===== src/rtl/ili9341_spi_stream.sv =====
// ILI9341 SPI master: init ROM, WIDTH x HEIGHT address window, then RGB565 pixel streaming.
// Define ILI9341_SHORT_DELAY_EN to shorten both init delays to 16 cycles.
module ili9341_spi_stream #(
   parameter int WIDTH     = 240,
   parameter int HEIGHT    = 240,
   parameter int DELAY_CYC = 3_750_000
) (
   input  logic        clk,
   input  logic        rst,
   input  logic        frame_done,
   input  logic [15:0] input_data,
   output logic        spi_mosi,
   output logic        spi_sck,
   output logic        spi_cs,
   output logic        spi_dc,
   output logic        data_clk
);
`ifdef ILI9341_SHORT_DELAY_EN
   localparam int DLY = 16;
`else
   localparam int DLY = DELAY_CYC;
`endif
   localparam int DLY_W = $clog2(DLY + 1);
   localparam int NPIX  = WIDTH * HEIGHT;
   localparam int PIX_W = (NPIX > 1) ? $clog2(NPIX) : 1;
   localparam logic [15:0] W_END = 16'(WIDTH - 1);
   localparam logic [15:0] H_END = 16'(HEIGHT - 1);

   typedef enum logic [2:0] {INIT_SEND, INIT_DELAY, WIN_SEND, PIXEL_STREAM, FRAME_WAIT} state_t;

   state_t           state;
   logic             active;
   logic [3:0]       idx;
   logic [4:0]       cnt;
   logic [4:0]       cnt_nx;
   logic [15:0]      tx;
   logic [DLY_W-1:0] dly;
   logic [PIX_W-1:0] pix_cnt;
   logic [8:0]       rom;

   assign cnt_nx = cnt + 5'd1;

   // {dc, byte} for the command/parameter at idx of the current sequence
   always_comb begin
      rom = 9'h000;
      if (state == INIT_SEND) begin
         case (idx)
            4'd0:    rom = 9'h001;
            4'd1:    rom = 9'h011;
            4'd2:    rom = 9'h03A;
            4'd3:    rom = 9'h155;
            4'd4:    rom = 9'h036;
            4'd5:    rom = 9'h148;
            default: rom = 9'h029;
         endcase
      end else begin
         case (idx)
            4'd0:    rom = 9'h02A;
            4'd1:    rom = 9'h100;
            4'd2:    rom = 9'h100;
            4'd3:    rom = {1'b1, W_END[15:8]};
            4'd4:    rom = {1'b1, W_END[7:0]};
            4'd5:    rom = 9'h02B;
            4'd6:    rom = 9'h100;
            4'd7:    rom = 9'h100;
            4'd8:    rom = {1'b1, H_END[15:8]};
            4'd9:    rom = {1'b1, H_END[7:0]};
            default: rom = 9'h02C;
         endcase
      end
   end

   // Source contract: input_data is sampled on the cycle a pixel starts; data_clk rises
   // in that same cycle and the source answers by presenting the following pixel.
   always_ff @(posedge clk) begin
      if (rst) begin
         state    <= INIT_SEND;
         active   <= 1'b0;
         idx      <= '0;
         cnt      <= '0;
         tx       <= '0;
         dly      <= '0;
         pix_cnt  <= '0;
         spi_cs   <= 1'b1;
         spi_sck  <= 1'b0;
         spi_mosi <= 1'b0;
         spi_dc   <= 1'b0;
         data_clk <= 1'b0;
      end else begin
         case (state)
            INIT_SEND, WIN_SEND: begin
               if (!active) begin
                  tx       <= {rom[7:0], 8'h00};
                  spi_dc   <= rom[8];
                  spi_mosi <= rom[7];
                  spi_sck  <= 1'b0;
                  spi_cs   <= 1'b0;
                  cnt      <= '0;
                  active   <= 1'b1;
               end else if (cnt == 5'd15) begin
                  active  <= 1'b0;
                  cnt     <= '0;
                  spi_sck <= 1'b0;
                  idx     <= idx + 4'd1;
                  if (state == INIT_SEND && idx <= 4'd1) begin
                     state  <= INIT_DELAY;
                     spi_cs <= 1'b1;
                     dly    <= '0;
                  end else if (state == INIT_SEND && idx == 4'd6) begin
                     state <= WIN_SEND;
                     idx   <= '0;
                  end else if (state == WIN_SEND && idx == 4'd10) begin
                     state <= PIXEL_STREAM;
                     idx   <= '0;
                  end
               end else begin
                  cnt     <= cnt_nx;
                  spi_sck <= cnt_nx[0];
                  if (cnt[0]) begin
                     tx       <= {tx[14:0], 1'b0};
                     spi_mosi <= tx[14];
                  end
               end
            end
            INIT_DELAY: begin
               if (dly == DLY_W'(DLY - 1)) state <= INIT_SEND;
               else                         dly   <= dly + DLY_W'(1);
            end
            PIXEL_STREAM: begin
               if (!active || (cnt == 5'd31 && !frame_done && pix_cnt != PIX_W'(NPIX - 1))) begin
                  tx       <= input_data;
                  spi_mosi <= input_data[15];
                  spi_dc   <= 1'b1;
                  spi_cs   <= 1'b0;
                  spi_sck  <= 1'b0;
                  cnt      <= '0;
                  data_clk <= 1'b1;
                  active   <= 1'b1;
                  if (active) pix_cnt <= pix_cnt + PIX_W'(1);
               end else if (cnt == 5'd31) begin
                  // the pixel just finished is always the last one of this pass
                  active   <= 1'b0;
                  cnt      <= '0;
                  spi_sck  <= 1'b0;
                  data_clk <= 1'b0;
                  pix_cnt  <= '0;
                  if (frame_done) begin
                     state  <= FRAME_WAIT;
                     spi_cs <= 1'b1;
                  end else begin
                     state <= WIN_SEND;
                     idx   <= '0;
                  end
               end else begin
                  cnt      <= cnt_nx;
                  spi_sck  <= cnt_nx[0];
                  data_clk <= ~cnt_nx[4];
                  if (cnt[0]) begin
                     tx       <= {tx[14:0], 1'b0};
                     spi_mosi <= tx[14];
                  end
               end
            end
            FRAME_WAIT: begin
               if (!frame_done) begin
                  state <= WIN_SEND;
                  idx   <= '0;
               end
            end
            default: state <= INIT_SEND;
         endcase
      end
   end
endmodule


===== config.mk =====
export PLATFORM = sky130hd
export DESIGN_NAME = ili9341_spi_stream
export DESIGN_NICKNAME = d
export VERILOG_FILES = /design/src/rtl/ili9341_spi_stream.sv
export SDC_FILE = /design/constraint.sdc
export NUM_CORES = 1
export LEC_CHECK = 0
export CAP_MARGIN = 20
export CORE_MARGIN = 8
export CORE_UTILIZATION = 55
export CTS_BUF_LIST = sky130_fd_sc_hd__clkbuf_16
export DETAILED_ROUTE_END_ITERATION = 12
export PLACE_DENSITY = 0.85
export SKIP_CTS_REPAIR_TIMING = 1
export SYNTH_ARGS = -nofsm -noshare
export SYNTH_HDL_FRONTEND = slang
export SYNTH_SLANG_ARGS = --single-unit
export TNS_END_PERCENT = 30

===== constraint.sdc =====
create_clock -name clk -period 3.5 [get_ports clk]
set_input_delay 0.35 -clock clk [delete_from_list [all_inputs] [get_ports clk]]
set_output_delay 0.35 -clock clk [all_outputs]
set_load 0.1 [all_outputs]

Word level (Yosys, flattened, before mapping)
Memory sizes are Yosys's and may differ from the RTL's. A register that Yosys moved wholly into a read port is not among the register bits.
Index checks and enable logic that the tools add are counted.
{"block": "op_classes", "addsub": 4, "n_lt_le_gt_ge": 1, "eq_ne": 33, "n_mux": 71, "n_bitwise": 1, "reduce_logical": 23}
{"op": "$mux 16", "n": 8}
{"op": "$mux 22", "n": 4}
{"op": "$pmux 9 s6", "n": 1}
{"op": "$pmux 22 s2", "n": 1}
{"op": "$mux 4", "n": 10}
{"op": "$pmux 16 s2", "n": 1}
{"op": "$mux 3", "n": 10}
{"op": "$mux 1", "n": 23}
{"op": "$add 22x1->22 const B", "n": 1}
{"op": "$eq 22x22->1 const B", "n": 1}
{"op": "$ne 2x2->1 const B", "n": 11}
{"op": "$mux 5", "n": 4}
{"op": "$ne 3x3->1 const B", "n": 6}
{"op": "$add 16x1->16 const B", "n": 1}
{"op": "$ne 16x16->1 const B", "n": 1}
{"op": "$reduce_and 5->1", "n": 3}
{"op": "$eq 4x3->1 const B", "n": 3}
{"op": "$pmux 3 s4", "n": 1}
{"op": "$pmux 4 s3", "n": 1}
{"op": "$pmux 1 s2", "n": 5}
{"op": "$pmux 5 s2", "n": 1}
{"op": "$mux 9", "n": 1}
{"op": "$reduce_and 3->1", "n": 3}
{"op": "$eq 4x2->1 const B", "n": 2}
{"op": "22 further kinds", "n": 30}
{"block": "word_totals", "ff_bits": 72, "romBits": 128, "output_inout_bits": 5, "word_cells": 146, "memories": 1}
{"name": "(no name shown)", "depth": 16, "word_bits": 8, "rd": 1, "rd_clocked_by_memory_dff": 1, "wr": 0, "line_no": "57", "source": "case (idx)"}

Depth between registers and ports, before layout
{"block": "depth", "word_depth": 10, "ltp_mapped": 10, "depth_no_buf": 9}

Least setup slack after synthesis
No wires, ideal clock.
{"block": "synth_timing", "kind": "register -> register", "start": "register spi_sck", "end": "register with a tool-made name", "setup_time_ns": 0.075, "arrival_ns": 3.261, "required_time_ns": 3.425, "setup_slack_ns": 0.164, "path_stages_with_launch": 10, "path_buffers": 0, "cell_sequence": "dfxtp_1 > ha_1 > and3_1 > ha_1 > nor4bb_2 > a211o_2 > o311ai_1 > mux2_4 > or3_4 > a31oi_2"}
{"element": "from (decl)", "line_no": "13", "source": "output logic spi_sck,"}
{"element": "from (signal assigned)", "line_no": "118", "source": "spi_sck <= cnt_nx[0];"}
{"element": "from (signal assigned)", "line_no": "156", "source": "spi_sck <= cnt_nx[0];"}

==> results.ini <==
[status]
outcome=finished clean

[route]
num_vias=3927
drtPass1Iterations=5
wl_per_cell_um=15.6
vias_per_cell=6.11
wl_um=10100
drt_iter0_drc=276
drc_errors=0
ant_nets=0

[synth]
netlist_top_cells_area=dfxtp_1 (34%), nor2_1 (5.7%), xnor2_1 (5.3%)
synth-async-reset-ratio_pct=0
synth-simple-area-share_pct=23.2
synth_common_cells=dfxtp_1 (76), nor2_1 (68), nand2_1 (43), xnor2_1 (27)
yosysTopAreaCell=dfxtp_1
synth_xor_area_share_pct=7.08
synth.distinct_cells=80
synth-seq-cells=76
syn_area_mm2=0.00445
yosysSeqAreaShare_pct=34.2
netlist_instances=523
synth_flop_cell=dfxtp_1
synth_area_per_cell_um2=8.51
synth.area.mux_share_pct=3.29
ys_warn_count=0
synth_nets=553
synth_fa_ha_area_share_pct=3.09
synthDominantCellAreaShare_pct=34.2
synth_top_family_by_area=compound AO/OA/AOI/OAI gates
synth.most_common_cell=dfxtp_1
synth_edf_count=0
synth_compound_area_share_pct=23.8

[sta]
rsz0062_at_grt=false
hold-worst-slack_ns=0.471
final-setup-viol-count=0
worst_pin_slew_ns=0.991
hold_violations=0
fin_tns_setup_ns=0
fmax_ghz=0.353
clock_skew_ns=0.00638
period_share_pct=81.0
relSlewSlack_pct=33.5
setup_slack_ns=0.665
maxSlewViolCount=0
finalCriticalPeriod_ns=2.84

[critical_path]
critPathMaxFanout=7
worstPathRequired_ns=3.76
start_kind=flip-flop
r2r_cells=9
critPathCaptureType=flip-flop
critical_path_class=reg -> reg
cp.arrival_ns=3.10

[floorplanning]
core_area_mm2=0.00801
fp.dieH_um=106
initial_core_util_pct=55.6
rows=33
pin_count=24
die-area_mm2=0.0112
die_x_um=106

[job]
cap_violations=0

[global_route]
antenna_found_initial=0
overflow=0
grt_pass1_wl_um=17400
grt_usage_pct=18.4
grt_pass1_vias=3660
grt_max_degree=34

[finish]
finish.net_count=565
diodes=0
syn2layout_area_growth_pct=11.7
fillers=663
layout.cells.non_filler=643
drive_gt1_share_pct=11.3
fin_util_pct=62.1

[clocking]
cts_htree_levels=3
clock_path_buffers=2
clk_pin_slew_ns=0.05
tritoncts=yes
root_buffer=clkbuf_16
cts.sinks=76
cts_buffers=9
clk_latency_ns=0.33

[hold_path]
min_path_cells=2
timing.hold.worst.class=reg -> reg

[place]
place_congestion=0.924
post-place-ws_ns=0.724
hpwl_um=7100
place_inst=629
io_buffers=23

[power]
p_leak_nw=1.67
irDropWorstVdd_uv=223
cellPowerDensity_mw_per_mm2=396

-- cells in the final DEF, fill, tap and decap left out, types with 3 or more instances in the layout --
cell / synthesis / final
clkdlybuf4s50_1: 0 / 22
nor3_1: 10 / 10
inv_1: 20 / 21
a211oi_1: 18 / 18
a31oi_1: 3 / 3
o32ai_1: 3 / 3
a21oi_1: 21 / 21
a311oi_1: 4 / 4
mux2i_1: 3 / 3
xnor2_1: 27 / 27
nand3_1: 18 / 18
and2_1: 4 / 4
a221oi_1: 3 / 3
xor2_1: 9 / 9
nand2_1: 43 / 43
clkinv_2: 0 / 3
o31ai_1: 4 / 3
nor2_1: 68 / 68
or3_1: 4 / 4
nand2b_1: 7 / 7
a22oi_1: 10 / 10
buf_4: 3 / 10
a21boi_0: 6 / 6
dfxtp_1: 76 / 76
and3_1: 7 / 7
o21ai_0: 21 / 21
nand4_1: 11 / 11
a2111oi_2: 9 / 9
and4_1: 3 / 3
mux2_2: 9 / 9
clkbuf_16: 0 / 9
ha_1: 11 / 11
-- final cells by class --
type,instances,area (µm²),area share [%]
flip-flops and latches,76,1520,30.6
multi-input cells,395,2700,54.2
repair buffers,32,295,5.94
clock buffers,9,225,4.53
clock inverters,5,22.5,0.453
inverters,21,78.8,1.59
well taps,105,131,2.64
-- per-layer routing --
layer	GRT usage (%)	vias up	share of wire, %
met5	0	-	0
met4	5.93	0	1.5
met3	4.54	22	5.3
met2	29.6	121	48
met1	23.7	1836	45
li1	-	1948	-
-- kinds of logic after synthesis --
group,Yosys count
simple gates,200
compound gates,135
flops,76
buf+inv,52
xor+xnor,36
mux,13
fa+ha+maj,11
-- sequential cells by signal (all words and copies together) (netlist names), named ones only --
name / cells
dly: 22
pix_cnt: 16
tx: 15
cnt: 4
idx: 4
state: 3
active: 1
data_clk: 1
spi_cs: 1
spi_dc: 1
spi_mosi: 1
spi_sck: 1
-- per-stage QoR --
stage	instance area [µm²]	power [mW]
after floorplan	4450	1.12
after global placement	4720	1.18
after detailed placement	4720	1.19
after CTS	4970	1.98
after global routing	4970	2.05
final	4970	1.97
-- power by group --
part / switching (mW) / leakage, nW / total [mW] / internal [mW]
clock network: 0.332 / 0.130 / 0.793 / 0.462
registers: 0.0286 / 0.614 / 0.921 / 0.892
logic: 0.158 / 0.927 / 0.254 / 0.0955
-- final timing paths --
| check | startpoint | end | slack, ns |
|---|---|---|---|
| setup / recovery | cnt[1]$_SDFFE_PP0P_ | flip-flop | 0.66 |
| hold / removal | tx[9]$_SDFFE_PP0P_ | tx[9]$_SDFFE_PP0P_ | 0.47 |
| setup reg to reg | cnt[1]$_SDFFE_PP0P_ | flip-flop | 0.66 |
| hold reg to reg | tx[9]$_SDFFE_PP0P_ | tx[9]$_SDFFE_PP0P_ | 0.47 |
-- worst max-delay path: stages, from the launching register on --
cell      delay, ns
dfxtp_1        0.35
ha_1           0.18
and3_1         0.23
ha_1           0.25
nor4bb_2       0.43
a211o_2        0.19
o311ai_1       0.20
mux2_4         0.38
or3_4          0.39
a31oi_2        0.16
Note: power is estimated with default switching activity, not from simulation.
